File: config.mk
export PLATFORM = sky130hd
export DESIGN_NAME = gcm_out_serializer_flat
export DESIGN_NICKNAME = d
export VERILOG_FILES = /design/src/rtl/gcm_out_serializer_if.sv /design/src/rtl/gcm_out_serializer.sv /design/src/flat_wrapper.sv
export SDC_FILE = /design/constraint.sdc
export NUM_CORES = 1
export LEC_CHECK = 0
export CORE_ASPECT_RATIO = 1.2
export CORE_MARGIN = 4
export CORE_UTILIZATION = 30
export DETAILED_ROUTE_END_ITERATION = 7
export HOLD_SLACK_MARGIN = 0.02
export PLACE_DENSITY = 0.56
export SYNTH_ARGS = -nofsm -noshare
export SYNTH_HDL_FRONTEND = slang
export SYNTH_SLANG_ARGS = --single-unit
File: constraint.sdc
create_clock -name clk -period 12.75 [get_ports clk]
set_clock_uncertainty 0.15 [all_clocks]
set_input_delay 2.55 -clock clk [delete_from_list [all_inputs] [get_ports clk]]
set_output_delay 2.55 -clock clk [all_outputs]
set_load 0.005 [all_outputs]
File: src/rtl/gcm_out_serializer_if.sv
// gcm_out_serializer_if: output beat stream from the GCM serializer to its consumer
interface gcm_out_serializer_if #(parameter int W = 32);
  logic         o_valid;
  logic         o_ready;
  logic [W-1:0] o_data;
  logic         o_is_tag;
  logic         o_last;
  modport master (output o_valid, o_data, o_is_tag, o_last, input o_ready);
  modport slave  (input o_valid, o_data, o_is_tag, o_last, output o_ready);
endinterface

File: src/rtl/gcm_out_serializer.sv
// gcm_out_serializer: splits a 128-bit GCM cipher block and its tag into W-bit beats
module gcm_out_serializer #(
  parameter int W = 32
) (
  input  logic           clk,
  input  logic           rst,
  input  logic           i_cp_ready,
  input  logic [0:127]   i_cipher_text,
  input  logic           i_tag_ready,
  input  logic [0:127]   i_tag,
  output logic           o_busy,
  output logic           o_overflow,
  gcm_out_serializer_if.master dout
);
  localparam int BEATS = 128 / W;
  localparam int CW = BEATS > 1 ? $clog2(BEATS) : 1;
  localparam logic [CW-1:0] LAST = CW'(BEATS - 1);
  typedef enum logic [1:0] {IDLE, SEND_CT, WAIT_TAG, SEND_TAG} state_t;
  state_t        state_q, state_d;
  logic [CW-1:0] cnt_q, cnt_d;
  logic [0:127]  ct_q, ct_d, tag_q, tag_d;
  logic          held_q, held_d, ovf_q, ovf_d, cp_r_q, tag_r_q;
  logic          cp_edge, tag_edge, fire, at_last, take_tag, take_cp;
  logic [6:0]    base;
  assign cp_edge       = i_cp_ready & ~cp_r_q;
  assign tag_edge      = i_tag_ready & ~tag_r_q;
  assign dout.o_valid  = state_q == SEND_CT || state_q == SEND_TAG;
  assign dout.o_is_tag = state_q == SEND_TAG;
  assign at_last       = cnt_q == LAST;
  assign dout.o_last   = dout.o_is_tag & at_last;
  assign fire          = dout.o_valid & dout.o_ready;
  assign o_busy        = state_q != IDLE;
  assign o_overflow    = ovf_q;
  assign base          = 7'(cnt_q) * 7'(W);
  assign dout.o_data   = !dout.o_valid ? '0 : dout.o_is_tag ? tag_q[base +: W] : ct_q[base +: W];
  // a new block may start in the same cycle the previous tag's final beat leaves
  assign take_cp  = cp_edge & (state_q == IDLE || (state_q == SEND_TAG && fire && at_last));
  assign take_tag = tag_edge & ~held_q &
                    (state_q == SEND_CT || state_q == WAIT_TAG || (state_q == IDLE && cp_edge));
  always_comb begin
    state_d = state_q;
    cnt_d   = fire ? (at_last ? '0 : cnt_q + 1'b1) : cnt_q;
    ct_d    = take_cp ? i_cipher_text : ct_q;
    tag_d   = take_tag ? i_tag : tag_q;
    held_d  = held_q | take_tag;
    ovf_d   = ovf_q | (cp_edge & ~take_cp) | (tag_edge & ~take_tag);
    if (take_cp) cnt_d = '0;
    case (state_q)
      IDLE:     state_d = take_cp ? SEND_CT : IDLE;
      SEND_CT:  state_d = fire && at_last ? (held_d ? SEND_TAG : WAIT_TAG) : SEND_CT;
      WAIT_TAG: state_d = take_tag ? SEND_TAG : WAIT_TAG;
      SEND_TAG: begin
        held_d  = fire && at_last ? 1'b0 : held_d;
        state_d = fire && at_last ? (take_cp ? SEND_CT : IDLE) : SEND_TAG;
      end
      default:  state_d = IDLE;
    endcase
  end
  always_ff @(posedge clk or posedge rst) begin
    if (rst) begin
      state_q <= IDLE;
      cnt_q   <= '0;
      ct_q    <= '0;
      tag_q   <= '0;
      held_q  <= 1'b0;
      ovf_q   <= 1'b0;
      cp_r_q  <= 1'b0;
      tag_r_q <= 1'b0;
    end else begin
      state_q <= state_d;
      cnt_q   <= cnt_d;
      ct_q    <= ct_d;
      tag_q   <= tag_d;
      held_q  <= held_d;
      ovf_q   <= ovf_d;
      cp_r_q  <= i_cp_ready;
      tag_r_q <= i_tag_ready;
    end
  end
endmodule

File: src/flat_wrapper.sv
// flat-port wrapper written by rule: the top's interface ports become plain ports
module gcm_out_serializer_flat 
#(
  parameter int W = 32
)
  (clk, rst, i_cp_ready, i_cipher_text, i_tag_ready, i_tag, o_busy, o_overflow, dout_o_valid, dout_o_data, dout_o_is_tag, dout_o_last, dout_o_ready);
  gcm_out_serializer_if #(.W(W)) dout_i ();
  input  logic clk;
  input  logic rst;
  input  logic i_cp_ready;
  input  logic [0:127] i_cipher_text;
  input  logic i_tag_ready;
  input  logic [0:127] i_tag;
  output logic o_busy;
  output logic o_overflow;
  output wire logic [$bits(dout_i.o_valid)-1:0] dout_o_valid;
  output wire logic [$bits(dout_i.o_data)-1:0] dout_o_data;
  output wire logic [$bits(dout_i.o_is_tag)-1:0] dout_o_is_tag;
  output wire logic [$bits(dout_i.o_last)-1:0] dout_o_last;
  input wire logic [$bits(dout_i.o_ready)-1:0] dout_o_ready;
  assign dout_o_valid = dout_i.o_valid;
  assign dout_o_data = dout_i.o_data;
  assign dout_o_is_tag = dout_i.o_is_tag;
  assign dout_o_last = dout_i.o_last;
  assign dout_i.o_ready = dout_o_ready;
  gcm_out_serializer #(.W(W)) u_core (.clk(clk), .rst(rst), .i_cp_ready(i_cp_ready), .i_cipher_text(i_cipher_text), .i_tag_ready(i_tag_ready), .i_tag(i_tag), .o_busy(o_busy), .o_overflow(o_overflow), .dout(dout_i));
endmodule
==> flow_summary.json, run 1 <==
{
  "dp_hpwl_um": 22520,
  "die-area_sq_um": 45160,
  "grt_pass1_wl_um": 50940,
  "clkLatencyLatePin_ns": 0.55,
  "power_w": 0.002785,
  "r2r_end": "u_core.ct_q[30]$_DFFE_PP0N_",
  "holdPathEnd": "u_core.ct_q[121]$_DFFE_PP0N_",
  "grt_max_degree": 73,
  "chipWidth_um": 194.7,
  "r2r_slack_ns": 8.07,
  "vias_per_cell": 4.650,
  "cap_violations": 0,
  "crit_fanout": 40,
  "overflow": 0,
  "clkTransAtPathRegs_ns": 0.06,
  "critPathKind": "register to primary output",
  "htree_levels": 1,
  "worstHoldPathCells": 1,
  "crit_path_end_kind": "primary output",
  "power.density_nw_per_um2": 165.4,
  "placed_cells": 1506,
  "area_growth_pct": 34.21,
  "synthArstFlopShare": 1.000,
  "synth_nets": 977,
  "vdd_ir_drop_max_uv": 109.4,
  "root_buffer": "clkbuf_16",
  "wl_um": 33300,
  "grt_setup_unrepaired": "false",
  "max_slew_margin": 0.3159,
  "wl_per_cell_um": 21.32,
  "fmax_ghz": 0.1576,
  "core_area_sq_um": 41050,
  "synth_warnings": 0,
  "leakage_nw": 7.406,
  "final.min_clock_period_ns": 6.344,
  "final_common_cell": "clkdlybuf4s50_1",
  "io_pins": 298,
  "die_h_um": 232.0,
  "cts_buffers": 30,
  "dr.pass1.iters": 4,
  "fin_nets": 1266,
  "ys_seq_area_frac": 0.5266,
  "syn-cell-area_sq_um": 12540,
  "cp.arrival_ns": 3.64,
  "drive_above_1_share": 0.2836,
  "rr_startpoint": "u_core.cnt_q[0]$_DFFE_PP0P_",
  "syn-instance-count": 710,
  "avgSynthCellArea_sq_um": 17.67,
  "grt_pass1_vias": 8288,
  "setup_viol": 0,
  "row_count": 81,
  "hp-class": "register to register",
  "post_cts_buffers": 0,
  "ys_seq_elements": 264,
  "drtIter0Drc": 231,
  "drc": 0,
  "track_usage": 0.1442,
  "clockBufferDepth": 3,
  "hold_start": "u_core.ct_q[121]$_DFFE_PP0N_",
  "cts_hold_buf": 0,
  "fin_crit_sh": 0.4976,
  "finalNonFillerCells": 1562,
  "reg2reg_depth": 7,
  "cts_tree": "yes",
  "tns_ns": 0,
  "clock_sinks": 264,
  "num_vias": 7263,
  "antenna_found_initial": 8,
  "cp-start-kind": "register",
  "portBuffers": 297,
  "synth_edf_count": 0,
  "status": "finished clean",
  "whs_ns": 0.3290,
  "start_util": 0.3056,
  "hold_violations": 0,
  "report.final.slew_viol_count": 0,
  "worstPathRequired_ns": 10.05,
  "worst_pin_slew_ns": 1.026,
  "synth_flop_cell": "dfrtp_1",
  "final_cell_mix": "297 x clkdlybuf4s50_1, 263 x dfrtp_1, 120 x mux2_4",
  "ant_nets": 0,
  "cts_resized": 0,
  "synthDistinctLibCells": 38,
  "place_congestion": 0.7289
}
-- worst max path at each step --
stage	from	endpoint	slack, ns	cells past startpoint
after floorplan	rst	u_core.cnt_q[0]$_DFFE_PP0P_	2.78	1
after global placement	dout_o_ready	u_core.ct_q[29]$_DFFE_PP0N_	6.87	6
after detailed placement	dout_o_ready	u_core.ct_q[30]$_DFFE_PP0N_	6.84	6
after CTS	u_core.state_q[1]$_DFF_PP0_	dout_o_data[16]	6.29	5
after global routing	u_core.state_q[0]$_DFF_PP0_	dout_o_data[10]	6.21	5
final	u_core.state_q[0]$_DFF_PP0_	dout_o_data[14]	6.41	5
-- routing by layer --
metal,share of wire,global-route usage,routed length [um],vias up
met5,0.0016,0,52,-
met4,0.017,0.03714,574,8
met3,0.060,0.03512,2002,35
met2,0.50,0.2456,16570,188
met1,0.42,0.1853,14100,3772
li1,-,-,-,3260
-- layout make-up --
type / instances / area [sq um]
clock buffer: 47 / 945.9
antenna: 4 / 10.01
sequential: 264 / 6610
fill: 3773 / 24210
tap: 539 / 674.4
inverter: 6 / 30.03
clock inverter: 5 / 125.1
multi-input combinational: 389 / 5385
timing repair buffer: 308 / 3055
-- stage by stage --
step                setup WS, ns  utilization  area (sq um)
floorplan                  2.781            -         12540
global placement           6.871       0.3838         15760
detailed placement         6.843       0.3838         15760
CTS                        6.289       0.4099         16830
global route               6.207       0.4102         16840
finish                     6.406       0.4102         16840
-- sequential cells by signal, summed over array words and instances, names as in the netlist --
signal	count
u_core.o_overflow	1
u_core.state_q	2
u_core.cnt_q	2
u_core.tag_r_q	1
u_core.ct_q	128
u_core.held_q	1
u_core.tag_q	128
u_core.cp_r_q	1
-- critical path, cell delays in order (launching register included) --
cell,delay [ns]
dfrtp_1,0.41
ha_4,0.61
buf_4,0.69
mux4_2,0.59
a22o_1,0.24
clkdlybuf4s50_1,0.47
-- synth_stat cells, types with 2 or more instances --
library cell,number,area (sq um)
o21ai_0,3,15.01
mux4_2,64,1441
buf_12,11,220.2
a22o_1,32,280.3
buf_6,21,236.5
buf_4,2,15.01
mux2_2,38,427.9
nor2_1,3,11.26
buf_2,16,80.08
nor2b_1,3,18.77
inv_1,6,22.52
mux2_1,98,1104
ha_1,6,75.07
mux2_4,120,1802
dfrtp_1,264,6606
-- cell families after synthesis --
kind of cell,share of synthesized area
flip-flops,0.5266
AO/OA/AOI/OAI,0.03212
buffers and inverters,0.04608
multiplexers,0.3814
AND/OR/NAND/NOR,0.007781
adder cells (fa/ha/maj),0.005984
-- power breakdown --
group	leakage (nW)	total, W	switching [W]	internal, W
Clock	0.527	0.000928	0.000344	0.000583
Combinational	3.51	0.000737	0.000265	0.000473
Sequential	3.37	0.00112	0.000106	0.00101
Total	7.41	0.00279	0.000715	0.00207
No activity file was read; power rests on OpenSTA's default activity.
==> inputs of run 2 (changes only) <==
Clock period 12.75 ns to 5.9 ns, I/O delays scaled along.
==> run 2 against run 1 <==
Against the previous run:
- wire length fell by 0.82%
- global-route usage fell by 0.070 points
- power rose by 110%
- sequential power rose by 120%
- critical path depth fell by 1
- register-to-register slack got worse by 5.4 ns
- setup slack got worse by 5.2 ns
- combinational power rose by 110%
- core utilization fell by 0.17 points
- count of clock-buffer cells in the layout did not move
- die area did not move
- via count fell by 0.73%
==> flow_summary.json, run 2 (synthesis gave the netlist of run 1 again) <==
{
  "worst_path_dominant_cell_family": "buffers and inverters",
  "die_h_um": 232.0,
  "num_vias": 7210,
  "final.min_clock_period_ns": 4.700,
  "met3_usage": 0.03309,
  "grt.busiest_layer": "met2",
  "cp-start-kind": "register",
  "place_congestion": 0.7170,
  "use_met1": 0.1854,
  "vias_per_cell": 4.634,
  "fin_nets": 1265,
  "post_cts_buffers": 0,
  "largestRegisters": "u_core.ct_q (128), u_core.tag_q (128)",
  "clkLatencyLatePin_ns": 0.55,
  "dp_hpwl_um": 22250,
  "max_slew_margin": 0.4122,
  "final_cell_mix": "297 x clkdlybuf4s50_1, 263 x dfrtp_1, 120 x mux2_4",
  "dp_slack_ns": 1.734,
  "start_util": 0.3056,
  "track_usage": 0.1435,
  "crit_fanout": 42,
  "cap_violations": 0,
  "area_growth_pct": 33.66,
  "antenna_found_initial": 4,
  "leakage_nw": 7.365,
  "slowest_delay_ns": 0.99,
  "grt_pass1_wl_um": 50690,
  "overflow": 0,
  "hp-class": "register to register",
  "power_w": 0.005831,
  "worstPathRequired_ns": 4.57,
  "row_count": 81,
  "hold_violations": 0,
  "cp.arrival_ns": 3.37,
  "whs_ns": 0.3305,
  "crit_path_end_kind": "primary output",
  "htree_levels": 1,
  "ant_nets": 0,
  "cts_tree": "yes",
  "chipWidth_um": 194.7,
  "power.density_nw_per_um2": 347.8,
  "die-area_sq_um": 45160,
  "final_common_cell": "clkdlybuf4s50_1",
  "cp_num_buf_inv": 2,
  "fin_crit_sh": 0.7965,
  "io_pins": 298,
  "cp_cell_sequence": "buf_4 -> mux4_2 -> a22o_1 -> clkdlybuf4s50_1",
  "clock_sinks": 264,
  "crit_path_top_delay_cell": "dfrtp_4",
  "placed_cells": 1505,
  "portBuffers": 297,
  "cts_resized": 0,
  "cts_buffers": 30,
  "cts_hold_buf": 0,
  "drive_above_1_share": 0.2808,
  "finalNonFillerCells": 1556,
  "grt_max_degree": 137,
  "wl_per_cell_um": 21.23,
  "grt_pass1_vias": 8209,
  "fmax_ghz": 0.2128,
  "drc": 0,
  "rr_startpoint": "u_core.cnt_q[0]$_DFFE_PP0P_",
  "drtIter0Drc": 227,
  "grt_use_met2": 0.2431,
  "vdd_ir_drop_max_uv": 224.0,
  "setup_slack_ns": 1.200,
  "clockBufferDepth": 3,
  "dr.pass1.iters": 4,
  "grt_setup_unrepaired": "false",
  "status": "finished clean",
  "critPathKind": "register to primary output",
  "hold_start": "u_core.ct_q[126]$_DFFE_PP0N_",
  "startpoint": "u_core.cnt_q[0]$_DFFE_PP0P_",
  "core_area_sq_um": 41050,
  "root_buffer": "clkbuf_16",
  "report.final.slew_viol_count": 0,
  "wl_um": 33030,
  "worst_pin_slew_ns": 0.8817,
  "clkTransAtPathRegs_ns": 0.06,
  "setup_viol": 0,
  "tns_ns": 0
}
[run 2: changes by cell type in the layout (fill, tap and decap cells not counted)]
cell        previous run  this run
buf_4                 11         5
buf_12                 0         5
bufinv_16              4         0
diode_2                4         2
clkinv_2               1         2
clkinvlp_4             0         1
inv_8                  1         0
[run 2: metal layers]
metal / vias up / wire length (um)
met5: - / 34
met3: 37 / 1990
met2: 201 / 16470
met4: 4 / 626
li1: 3254 / -
met1: 3714 / 13910
[run 2: report_power, final]
group          total [W]  switching [W]  internal (W)
combinational    0.00158       0.000551       0.00102
sequential       0.00244       0.000250       0.00219
clock            0.00181       0.000731       0.00108
[run 2: path summary, 6_finish.rpt]
path                                                 to  depth (start not counted)  slack (ns)
hold reg to reg            u_core.ct_q[126]$_DFFE_PP0N_                          1        0.33
min in group asynchronous  u_core.ct_q[104]$_DFFE_PP0N_                          3        1.03
max in group asynchronous   u_core.cnt_q[0]$_DFFE_PP0P_                          3        3.89
hold / removal             u_core.ct_q[126]$_DFFE_PP0N_                          1        0.33
setup reg to reg            u_core.ct_q[12]$_DFFE_PP0N_                          5        2.67
setup / recovery                        dout_o_data[13]                          4        1.20
[run 2: stage by stage]
stage / utilization / area (sq um)
after floorplan: - / 12550
after global placement: 0.3851 / 15810
after detailed placement: 0.3851 / 15810
after CTS: 0.4084 / 16760
after global routing: 0.4085 / 16770
final: 0.4085 / 16770
[run 2: final cells by class]
type	instances	area [sq um]
fillers	3783	24280
flip-flops and latches	264	6610
multi-input cells	389	5385
repair buffers	307	3110
clock buffers	47	945.9
well taps	539	674.4
inverters	6	26.28
clock inverters	2	10.01
diodes	2	5.005
==> inputs of run 3 (changes only) <==
Settings changed: PLACE_DENSITY 0.56 to 0.58.
Clock period 5.9 ns to 4.1 ns, I/O delays scaled along.
==> run 3 against run 2 <==
Against the previous run:
- first-iteration DRC count did not move
- critical endpoint is now dout_o_data[23]
- die area did not move
- worst hold slack improved by 0.0022 ns
- highest routed layer unchanged
- sequential share of layout area fell by 0.51 points
==> flow_summary.json, run 3 (synthesis gave the netlist of run 1 again) <==
{
  "status": "finished clean",
  "stdcell_area_sq_um": 16990,
  "wl_met2_um": 17300,
  "vdd_ir_drop_max_uv": 359.3,
  "worstPathRequired_ns": 3.13,
  "fin_crit_sh": 0.9398,
  "tns_ns": 0,
  "dpl_cell_area_sq_um": 15950,
  "grt_pass1_vias": 8367,
  "hp-class": "register to register",
  "worstHoldPathCells": 1,
  "cts_tree": "yes",
  "drtIter0Drc": 227,
  "final_cell_mix": "297 x clkdlybuf4s50_1, 263 x dfrtp_1, 120 x mux2_4",
  "cap_violations": 0,
  "overflow": 0,
  "fmax_ghz": 0.2595,
  "drive_above_1_share": 0.2878,
  "fill_cells": 3785,
  "cts_buffers": 30,
  "critPathKind": "register to primary output",
  "chipWidth_um": 194.7,
  "grt_setup_unrepaired": "false",
  "core_area_sq_um": 41050,
  "route.met3.wl_um": 1711,
  "power.density_nw_per_um2": 506.1,
  "setup_slack_ns": 0.2469,
  "post_cts_buffers": 0,
  "drc": 0,
  "worst_pin_slew_ns": 0.7526,
  "place_congestion": 0.7718,
  "portBuffers": 297,
  "grt_pass1_wl_um": 51720,
  "max_slew_margin": 0.4983,
  "ant_nets": 0,
  "htree_levels": 1,
  "final_common_cell": "clkdlybuf4s50_1",
  "highest_layer": "met5",
  "clock_sinks": 264,
  "wl_um": 33660,
  "report.final.slew_viol_count": 0,
  "cts_resized": 0,
  "hold_violations": 0,
  "vias_per_cell": 4.661,
  "die-area_sq_um": 45160,
  "cts_hold_buf": 0,
  "reg2reg_depth": 6,
  "area_growth_pct": 35.42,
  "die_h_um": 232.0,
  "fin_nets": 1272,
  "leakage_nw": 7.456,
  "crit_path_end_kind": "primary output",
  "antenna_found_initial": 10,
  "cp-start-kind": "register",
  "dp_hpwl_um": 23670,
  "setup_viol": 0,
  "clockBufferDepth": 3,
  "whs_ns": 0.3327,
  "row_count": 81,
  "root_buffer": "clkbuf_16",
  "crit_fanout": 28,
  "wl_met1_um": 13950,
  "dr.pass1.iters": 4,
  "clkTransAtPathRegs_ns": 0.06,
  "dp_slack_ns": 0.7401,
  "largestRegisters": "u_core.ct_q (128), u_core.tag_q (128)",
  "grt_max_degree": 125,
  "num_vias": 7331,
  "clkLatencyLatePin_ns": 0.54,
  "cp.arrival_ns": 2.88,
  "io_pins": 298,
  "track_usage": 0.1465,
  "wl_per_cell_um": 21.40,
  "final.min_clock_period_ns": 3.853,
  "start_util": 0.3056
}
run 3: worst paths after layout:
check	start	to	slack, ns
min reg2reg	u_core.ct_q[97]$_DFFE_PP0N_	u_core.ct_q[97]$_DFFE_PP0N_	0.33
min	u_core.ct_q[97]$_DFFE_PP0N_	u_core.ct_q[97]$_DFFE_PP0N_	0.33
min in group asynchronous	rst	u_core.ct_q[71]$_DFFE_PP0N_	0.56
max in group asynchronous	rst	u_core.cnt_q[0]$_DFFE_PP0P_	2.48
max reg2reg	u_core.cnt_q[0]$_DFFE_PP0P_	u_core.ct_q[15]$_DFFE_PP0N_	1.12
max	u_core.cnt_q[0]$_DFFE_PP0P_	dout_o_data[23]	0.25
run 3: per-stage QoR:
stage	utilization	total power, W	cells
after floorplan	-	0.004928	710
after global placement	0.3885	0.005865	1512
after detailed placement	0.3885	0.005907	1512
after CTS	0.4133	0.008742	1564
after global routing	0.4138	0.009058	1572
final	0.4139	0.008597	1573
run 3: layer usage:
metal | up-vias | global-route usage
li1 | 3289 | -
met1 | 3808 | 0.1842
met2 | 188 | 0.2521
met3 | 42 | 0.03105
met4 | 4 | 0.04945
met5 | - | 0
run 3: power breakdown:
part	switching, W	internal [W]	leakage, nW
clock network	0.00108	0.00169	0.498
registers	0.000336	0.00316	3.37
logic	0.000830	0.00151	3.58
total	0.00224	0.00636	7.46
run 3: worst max-delay path, cell delays in order (launching register included):
cell,delay [ns]
dfrtp_4,0.79
buf_12,0.29
mux4_2,0.53
a22o_1,0.20
clkdlybuf4s50_1,0.46
run 3: layout make-up:
class	instances	area [sq um]	area share
Antenna cell	9	22.52	0.001326
Timing Repair Buffer	314	3251	0.1914
Inverter	6	26.28	0.001547
Clock buffer	40	849.6	0.05001
Clock inverter	12	168.9	0.009943
Tap cell	539	674.4	0.03970
Multi-Input combinational cell	389	5385	0.3170
Sequential cell	264	6610	0.3891
